===== config.mk =====
export PLATFORM = sky130hd
export DESIGN_NAME = mem_access_stage_flat
export DESIGN_NICKNAME = d
export VERILOG_FILES = /design/src/rtl/mem_access_stage_if.sv /design/src/rtl/mem_access_stage.sv /design/src/flat_wrapper.sv
export SDC_FILE = /design/constraint.sdc
export NUM_CORES = 1
export LEC_CHECK = 0
export BUFFER_PORTS_ARGS = -buffer_cell sky130_fd_sc_hd__buf_2
export CORE_MARGIN = 1
export CORE_UTILIZATION = 37
export DETAILED_ROUTE_END_ITERATION = 6
export PLACE_DENSITY = 0.7
export SLEW_MARGIN = 10
export SYNTH_ARGS = -nofsm -noshare
export SYNTH_HDL_FRONTEND = slang
export SYNTH_SLANG_ARGS = --single-unit

===== constraint.sdc =====
create_clock -name clock -period 3.3 [get_ports clock]
set_input_delay 0.66 -clock clock [delete_from_list [all_inputs] [get_ports clock]]
set_output_delay 0.66 -clock clock [all_outputs]
set_load 0.05 [all_outputs]

===== src/rtl/mem_access_stage_if.sv =====
// Data-memory request/grant/response bus between the MEM stage and data memory.
interface mem_access_stage_if;
  logic        dmem_req;
  logic        dmem_we;
  logic [31:0] dmem_addr;
  logic [31:0] dmem_wdata;
  logic        dmem_gnt;
  logic        dmem_rvalid;
  logic [31:0] dmem_rdata;

  modport master (
    output dmem_req, dmem_we, dmem_addr, dmem_wdata,
    input  dmem_gnt, dmem_rvalid, dmem_rdata
  );

  modport slave (
    input  dmem_req, dmem_we, dmem_addr, dmem_wdata,
    output dmem_gnt, dmem_rvalid, dmem_rdata
  );
endinterface


===== src/rtl/mem_access_stage.sv =====
// MEM pipeline stage: word loads/stores over a req/gnt/rvalid bus, front-end stall,
// branch resolution and the registered MEM/WB outputs.
//
// state | meaning
// IDLE  | no access in flight; non-memory ops pass straight to MEM/WB
// REQ   | dmem_req held with stable addr/wdata/we until grant or timeout
// RSP   | load granted, waiting for rvalid or timeout
// DONE  | access finished; MEM/WB written from held controls, stall released
module mem_access_stage #(
  parameter int unsigned TIMEOUT_CYCLES = 16,
  parameter logic [31:0] ERR_RDATA      = 32'h0000_0000
) (
  input  logic                      clock,
  input  logic                      resetn,
  input  logic                      flush_in,
  input  logic                      mem_read_in,
  input  logic                      mem_write_in,
  input  logic                      branch_in,
  input  logic                      zero_ctrl_in,
  input  logic                      mem_to_reg_in,
  input  logic                      reg_write_in,
  input  logic [31:0]               alu_result_in,
  input  logic [31:0]               alu_in_2_in,
  input  logic [4:0]                reg_rd_in,
  mem_access_stage_if.master        dmem,
  output logic                      stall_out,
  output logic                      pc_src_out,
  output logic                      mem_err_out,
  output logic                      mem_to_reg_out,
  output logic                      reg_write_out,
  output logic [4:0]                reg_rd_out,
  output logic [31:0]               alu_result_out,
  output logic [31:0]               mem_rdata_out
);

  typedef enum logic [1:0] {IDLE, REQ, RSP, DONE} state_t;

  localparam logic [7:0] TMO_LAST = 8'(TIMEOUT_CYCLES - 1);

  state_t      state;
  logic [7:0]  tmo_cnt;
  logic        op;
  logic        tmo_hit;
  logic        err_q;
  logic        mem_to_reg_q;
  logic        reg_write_q;
  logic [4:0]  rd_q;
  logic [31:0] alu_q;
  logic [31:0] rdata_q;

  assign op         = mem_read_in | mem_write_in;
  // >= rather than == so a grant on the last REQ cycle still leaves RSP one cycle
  assign tmo_hit    = (tmo_cnt >= TMO_LAST);
  assign pc_src_out = branch_in & zero_ctrl_in;
  assign stall_out  = (state == REQ) || (state == RSP) || ((state == IDLE) && op);

  always_ff @(posedge clock) begin
    if (!resetn) begin
      state            <= IDLE;
      tmo_cnt          <= '0;
      err_q            <= 1'b0;
      mem_to_reg_q     <= 1'b0;
      reg_write_q      <= 1'b0;
      rd_q             <= '0;
      alu_q            <= '0;
      rdata_q          <= '0;
      dmem.dmem_req    <= 1'b0;
      dmem.dmem_we     <= 1'b0;
      dmem.dmem_addr   <= '0;
      dmem.dmem_wdata  <= '0;
      mem_err_out      <= 1'b0;
      mem_to_reg_out   <= 1'b0;
      reg_write_out    <= 1'b0;
      reg_rd_out       <= '0;
      alu_result_out   <= '0;
      mem_rdata_out    <= '0;
    end else begin
      // MEM/WB carries a bubble unless an instruction retires on this edge
      mem_err_out    <= 1'b0;
      mem_to_reg_out <= 1'b0;
      reg_write_out  <= 1'b0;
      reg_rd_out     <= '0;
      alu_result_out <= '0;
      mem_rdata_out  <= '0;

      case (state)
        IDLE: begin
          if (!op) begin
            if (!flush_in) begin
              mem_to_reg_out <= mem_to_reg_in;
              reg_write_out  <= reg_write_in;
              reg_rd_out     <= reg_rd_in;
              alu_result_out <= alu_result_in;
            end
          end else begin
            mem_to_reg_q <= mem_to_reg_in;
            reg_write_q  <= reg_write_in;
            rd_q         <= reg_rd_in;
            alu_q        <= alu_result_in;
            tmo_cnt      <= '0;
            if (alu_result_in[1:0] != 2'b00) begin
              err_q   <= 1'b1;
              rdata_q <= ERR_RDATA;
              state   <= DONE;
            end else begin
              err_q           <= 1'b0;
              rdata_q         <= '0;
              dmem.dmem_req   <= 1'b1;
              dmem.dmem_we    <= mem_write_in & ~mem_read_in;
              dmem.dmem_addr  <= alu_result_in;
              dmem.dmem_wdata <= alu_in_2_in;
              state           <= REQ;
            end
          end
        end

        REQ: begin
          if (dmem.dmem_gnt) begin
            dmem.dmem_req <= 1'b0;
            tmo_cnt       <= tmo_cnt + 8'd1;
            state         <= dmem.dmem_we ? DONE : RSP;
          end else if (tmo_hit) begin
            dmem.dmem_req <= 1'b0;
            err_q         <= 1'b1;
            rdata_q       <= ERR_RDATA;
            state         <= DONE;
          end else begin
            tmo_cnt <= tmo_cnt + 8'd1;
          end
        end

        RSP: begin
          if (dmem.dmem_rvalid) begin
            rdata_q <= dmem.dmem_rdata;
            state   <= DONE;
          end else if (tmo_hit) begin
            err_q   <= 1'b1;
            rdata_q <= ERR_RDATA;
            state   <= DONE;
          end else begin
            tmo_cnt <= tmo_cnt + 8'd1;
          end
        end

        DONE: begin
          if (!flush_in) begin
            mem_to_reg_out <= mem_to_reg_q;
            reg_write_out  <= reg_write_q & ~err_q;
            reg_rd_out     <= rd_q;
            alu_result_out <= alu_q;
            mem_rdata_out  <= rdata_q;
          end
          mem_err_out <= err_q;
          state       <= IDLE;
        end

        default: state <= IDLE;
      endcase
    end
  end

endmodule

===== src/flat_wrapper.sv =====
// flat-port wrapper written by rule: the top's interface ports become plain ports
module mem_access_stage_flat 
#(
  parameter int unsigned TIMEOUT_CYCLES = 16,
  parameter logic [31:0] ERR_RDATA      = 32'h0000_0000
)
  (clock, resetn, flush_in, mem_read_in, mem_write_in, branch_in, zero_ctrl_in, mem_to_reg_in, reg_write_in, alu_result_in, alu_in_2_in, reg_rd_in, stall_out, pc_src_out, mem_err_out, mem_to_reg_out, reg_write_out, reg_rd_out, alu_result_out, mem_rdata_out, dmem_dmem_req, dmem_dmem_we, dmem_dmem_addr, dmem_dmem_wdata, dmem_dmem_gnt, dmem_dmem_rvalid, dmem_dmem_rdata);
  mem_access_stage_if dmem_i ();
  input  logic clock;
  input  logic resetn;
  input  logic flush_in;
  input  logic mem_read_in;
  input  logic mem_write_in;
  input  logic branch_in;
  input  logic zero_ctrl_in;
  input  logic mem_to_reg_in;
  input  logic reg_write_in;
  input  logic [31:0] alu_result_in;
  input  logic [31:0] alu_in_2_in;
  input  logic [4:0] reg_rd_in;
  output logic stall_out;
  output logic pc_src_out;
  output logic mem_err_out;
  output logic mem_to_reg_out;
  output logic reg_write_out;
  output logic [4:0] reg_rd_out;
  output logic [31:0] alu_result_out;
  output logic [31:0] mem_rdata_out;
  output wire logic [$bits(dmem_i.dmem_req)-1:0] dmem_dmem_req;
  output wire logic [$bits(dmem_i.dmem_we)-1:0] dmem_dmem_we;
  output wire logic [$bits(dmem_i.dmem_addr)-1:0] dmem_dmem_addr;
  output wire logic [$bits(dmem_i.dmem_wdata)-1:0] dmem_dmem_wdata;
  input wire logic [$bits(dmem_i.dmem_gnt)-1:0] dmem_dmem_gnt;
  input wire logic [$bits(dmem_i.dmem_rvalid)-1:0] dmem_dmem_rvalid;
  input wire logic [$bits(dmem_i.dmem_rdata)-1:0] dmem_dmem_rdata;
  assign dmem_dmem_req = dmem_i.dmem_req;
  assign dmem_dmem_we = dmem_i.dmem_we;
  assign dmem_dmem_addr = dmem_i.dmem_addr;
  assign dmem_dmem_wdata = dmem_i.dmem_wdata;
  assign dmem_i.dmem_gnt = dmem_dmem_gnt;
  assign dmem_i.dmem_rvalid = dmem_dmem_rvalid;
  assign dmem_i.dmem_rdata = dmem_dmem_rdata;
  mem_access_stage #(.TIMEOUT_CYCLES(TIMEOUT_CYCLES), .ERR_RDATA(ERR_RDATA)) u_core (.clock(clock), .resetn(resetn), .flush_in(flush_in), .mem_read_in(mem_read_in), .mem_write_in(mem_write_in), .branch_in(branch_in), .zero_ctrl_in(zero_ctrl_in), .mem_to_reg_in(mem_to_reg_in), .reg_write_in(reg_write_in), .alu_result_in(alu_result_in), .alu_in_2_in(alu_in_2_in), .reg_rd_in(reg_rd_in), .dmem(dmem_i), .stall_out(stall_out), .pc_src_out(pc_src_out), .mem_err_out(mem_err_out), .mem_to_reg_out(mem_to_reg_out), .reg_write_out(reg_write_out), .reg_rd_out(reg_rd_out), .alu_result_out(alu_result_out), .mem_rdata_out(mem_rdata_out));
endmodule

Word-level counts from Yosys, hierarchy flattened
Index checks and enable logic that the tools add are counted.
{"block": "word_totals", "in_bits": 112, "elab_cells": 96, "out_inout_bits": 140, "ff_bits": 220}
{"block": "classes", "bitwise_logic": 9, "add_sub_neg": 1, "eq_ne": 8, "n_reduce_logical": 15, "mux": 44, "order_cmp": 1}
{"op": "2-to-1 mux 32 bit", "count": 7}
{"op": "case mux 32 bit (3 select lines)", "count": 1}
{"op": "case mux 32 bit (2 select lines)", "count": 1}
{"op": "2-to-1 mux 8 bit", "count": 4}
{"op": "case mux 8 bit (3 select lines)", "count": 1}
{"op": "2-to-1 mux 1 bit", "count": 16}
{"op": "2-to-1 mux 5 bit", "count": 3}
{"op": "2-to-1 mux 2 bit", "count": 5}
{"op": "case mux 5 bit (2 select lines)", "count": 1}
{"op": "AND reduction 3 bit", "count": 3}
{"op": "adder 8 x 1 -> 8 bit, second input constant", "count": 1}
{"op": ">= comparator 8 x 4 -> 1 bit, second input constant", "count": 1}
{"op": "case mux 2 bit (4 select lines)", "count": 1}
{"op": "AND reduction 4 bit", "count": 2}
{"op": "inequality test 2 bit, second input constant", "count": 3}
{"op": "case mux 1 bit (2 select lines)", "count": 3}
{"op": "NOT 1 bit", "count": 5}
{"op": "equality test 2 bit, second input constant", "count": 2}
{"op": "AND reduction 2 bit", "count": 2}
{"op": "nonzero test 2 bit", "count": 2}
{"op": "AND 1 bit", "count": 3}
{"op": "inequality test 3 x 2 -> 1 bit, second input constant", "count": 1}
{"op": "case mux 1 bit (3 select lines)", "count": 1}
{"op": "nonzero test 3 bit", "count": 1}
{"op": "other kinds (7)", "count": 8}

Depth between registers and ports, before layout
{"block": "depth", "ltp_word": 4, "mapped_depth": 9, "depth_no_buf": 6}

Worst setup path after synthesis
OpenSTA, ideal clock, no wires.
{"block": "synth_path", "kind": "register to output", "from": "register u_core.state[0]", "to": "output stall_out", "n_path_buf": 2, "slack_ns": 1.065, "required_time_ns": 2.640, "arrival_ns": 1.575, "stages_incl_launch_ff": 7, "cell_sequence": "dfxtp_1 inv_1 ha_1 buf_2 o21ai_1 clkbuf_1 nand2_1"}
{"block": "synth_between", "elab_chain_len": 3, "word_cells_on_any_way": 6, "cone_classes": "2 x eq/ne; 4 x reduce/logical"}
{"item": "start: declaration", "line_no": "mem_access_stage.sv:40", "rtl": "state_t state;"}
{"item": "start signal: assignment", "line_no": "mem_access_stage.sv:121", "rtl": "state <= dmem.dmem_we ? DONE : RSP;"}
{"item": "equality test 2 x 1 -> 1 bit, or another cell as far along", "line_no": "mem_access_stage.sv:55", "rtl": "assign stall_out = (state == REQ) || (state == RSP) || ((state == IDLE) && op);"}
{"item": "logical OR 1 bit or logical AND 1 bit (tied branches)", "line_no": "mem_access_stage.sv:55"}
{"item": "logical OR 1 bit (*)", "line_no": "mem_access_stage.sv:55"}
{"item": "end: declaration", "line_no": "flat_wrapper.sv:21", "rtl": "output logic stall_out;"}
Every way passes the cells marked *; elsewhere a longest branch is shown, timed or not.

Worst setup path after layout
{"block": "layout_path", "from": "register u_core.state[1]", "to": "output stall_out"}
Same word-level chain as after synthesis.

==> run_results.csv <==
group,metric,value,unit
yosys,ys_async_sr_fraction,0,
pwr,p_int,0.005063,W
global_routing,grt_pass1_wl,31830,µm
hold_path,hold_path.class,"input pin to flop",
detailed_routing,viasPerCell,4.873,
floorplanning,core-area,20360,µm²
worst_setup_path,cp.arrival,2.07,ns
yosys,syn-num-nets,1019,
sta,rsz0062_at_grt,"no",
worst_setup_path,crit_required,2.64,ns
detailed_routing,wirelength,19620,µm
sta,setup_tns,0,ns
detailed_routing,drt_iter0_drc,361,
sta,skew,0.008373,ns
sta,setup_viol,0,
sta,maxSlewHeadroom,0.4650,
sta,hold_slack,0.4006,ns
global_routing,grt_max_degree,84,
clock_network,clkTransAtPathRegs,0.06,ns
yosys,syn_inst,901,
yosys,synth_warnings,0,
global_routing,grt.overflow.total,0,
pwr,power_switching_share,0.3271,
sta,min_period,2.726,ns
clock_network,htree_levels,1,
sta,tightestPinTransition,0.8025,ns
pwr,power.switching,0.002462,W
clock_network,clk_latency,0.50,ns
worst_setup_path,criticalPathCategory,"flop to output port",
pwr,p_leak,4.275,nW
yosys,yosysTopAreaCellShare,0.5691,
clock_network,cts_hold_buf,0,
yosys,yosysTopAreaCell,"dfxtp_1",
pwr,combPwrFrac,0.246,
global_routing,grt_usage,0.1774,
sta,hold_viol_final,0,
pwr,powerDensity,753.9,nW/µm²
clock_network,cts_resized,0,
detailed_routing,drc_errors,0,
yosys,syn-cell-area,7739,µm²
yosys,syn_avg_cell_area,8.589,µm²
global_routing,grt_pass1_vias,6356,
yosys,synth_cell_types,49,
yosys,synthTopCellsByCount,"244 x nand2_1, 220 x dfxtp_1, 139 x a21oi_1, 63 x clkbuf_1, 45 x nor2_1",
detailed_routing,wl_per_cell,13.95,µm
sta,fin_crit_sh,0.8259,
floorplanning,fp.dieH,146.6,µm
worst_setup_path,start_kind,"flop",
clock_network,cts_setup_buffers,0,
clock_network,clk_path_buf_depth,3,
floorplanning,start_util,0.3800,
floorplanning,die_area,21500,µm²
pwr,seqPwrFrac,0.400,
finish,final_layout_size_suffix_gt1_frac,0.2773,
sta,slew_violations,0,
clock_network,cts_buffers,23,
floorplanning,rows,52,
place,gp_congestion,0.8122,
place,dp_hpwl,12960,µm
place,placement.io_buffers,251,
yosys,synth_edf_count,0,
detailed_routing,antenna_left,0,
yosys,synthFlopType,"dfxtp_1",
pwr,peakVddDrop,0.3868,mV
yosys,synth_area_leaders,"dfxtp_1 57%, nand2_1 12%, a21oi_1 9.0%",
yosys,yosysMostFrequentCell,"nand2_1",
yosys,yosysSeqAreaShare,0.5691,
clock_network,clock_sinks,220,
finish,layout.nets,1239,
global_routing,antenna_found_initial,1,
status,outcome,"completed",
worst_setup_path,worst-path-max-fanout,9,
floorplanning,io_pins,252,
detailed_routing,via_count,6852,
clock_network,cts_root_buf,"clkbuf_16",
worst_setup_path,worstSetupEndpointType,"output port",
finish,num_antenna_cells,0,
floorplanning,die_x,146.6,µm
detailed_routing,drt-pass1-iter-count,5,
finish,synthToLayoutAreaGrowth,28.97,%
yosys,synth-seq-cells,220,
clock_network,cts_tree,"built",
job,maxCapViolCount,0,
finish,final_util,0.4901,
sta,fmax,366.9,MHz
pwr,clock_power_share,0.354,
finish,fillerInstances,1936,
==> placed cells by master (no fill, tap or decap), types with 4 or more instances in the layout <==
| cell type | instances |
|---|---|
| and3_1 | 4 |
| a22oi_1 | 39 |
| a211oi_1 | 4 |
| inv_1 | 6 |
| nand3_1 | 5 |
| clkbuf_1 | 6 |
| a21oi_1 | 139 |
| ha_1 | 6 |
| clkbuf_16 | 23 |
| clkinv_2 | 4 |
| buf_4 | 12 |
| o21ai_0 | 32 |
| buf_2 | 251 |
| nand2_1 | 243 |
| and2_1 | 34 |
| dfxtp_1 | 220 |
| o21ai_1 | 5 |
| bufinv_16 | 4 |
| nor2_1 | 45 |
==> sequential cells by signal, indices dropped and copies added (netlist names), 5 cells and up <==
| register | count |
|---|---|
| u_core.rd_q | 5 |
| u_core.rdata_q | 32 |
| u_core.tmo_cnt | 8 |
| u_core.mem_rdata_out | 32 |
| u_core.alu_q | 32 |
| u_core.dmem.dmem_wdata | 32 |
| u_core.dmem.dmem_addr | 32 |
| u_core.reg_rd_out | 5 |
| u_core.alu_result_out | 32 |
==> through the flow <==
step           instances  worst slack, ns  total power, W  cell area, µm²
2_1_floorplan        901            1.065        0.004422            7739
3_3_place_gp        1366           0.9666        0.004901            9201
3_5_place_dp        1366           0.9265        0.004919            9201
4_1_cts             1406           0.5528        0.007589            9981
5_1_grt             1406           0.4595        0.007909            9981
6_report            1406           0.5744        0.007525            9981
==> power by group through the flow <==
stage | combinational (W) | clock, W | sequential [W]
global placement | 0.00185 | 0 | 0.00305
global route | 0.00204 | 0.00283 | 0.00303
floorplan | 0.00109 | 0 | 0.00334
CTS | 0.00186 | 0.00272 | 0.00301
detailed placement | 0.00186 | 0 | 0.00306
finish | 0.00185 | 0.00266 | 0.00301
==> routing by layer <==
| layer | global-route usage | up-vias | wire length, µm |
|---|---|---|---|
| li1 | - | 3454 | - |
| met1 | 0.2318 | 3146 | 8647 |
| met2 | 0.2867 | 217 | 9166 |
| met3 | 0.04719 | 33 | 1380 |
| met4 | 0.04948 | 2 | 411 |
| met5 | 0 | - | 13 |
==> cell families (layout without fill, tap and decap cells) <==
family	Yosys count	count (layout)	synth area share
and+or+nand+nor	352	352	0.1927
adders and majority gates	6	6	0.009701
buffers and inverters	76	311	0.03913
AOI/OAI and AO/OA	247	247	0.1893
DFF	220	220	0.5691
==> area by class of cell <==
class | instances | area, µm² | area share
repair buffers | 264 | 1366 | 0.1369
clock buffers | 32 | 639.4 | 0.06406
well taps | 270 | 337.8 | 0.03385
clock inverters | 8 | 140.1 | 0.01404
inverters | 7 | 28.78 | 0.002883
multi-input cells | 605 | 3064 | 0.3070
flip-flops and latches | 220 | 4404 | 0.4413
==> worst max-delay path: stages (launching register included) <==
cell and delay, ns:
dfxtp_1 0.42, inv_1 0.10, ha_1 0.49, inv_1 0.17
nand2_1 0.12, buf_2 0.28
==> path summary, 6_finish.rpt <==
path,startpoint,endpoint,slack (ns),cells past startpoint
max,u_core.state[1],stall_out,0.57,5
min reg2reg,u_core.rdata_q[20],u_core.mem_rdata_out[20],0.44,1
min,dmem_dmem_rdata[24],u_core.rdata_q[24],0.40,3
max reg2reg,u_core.state[1],u_core.err_q,0.93,8
(Power assumes the default switching activity.)
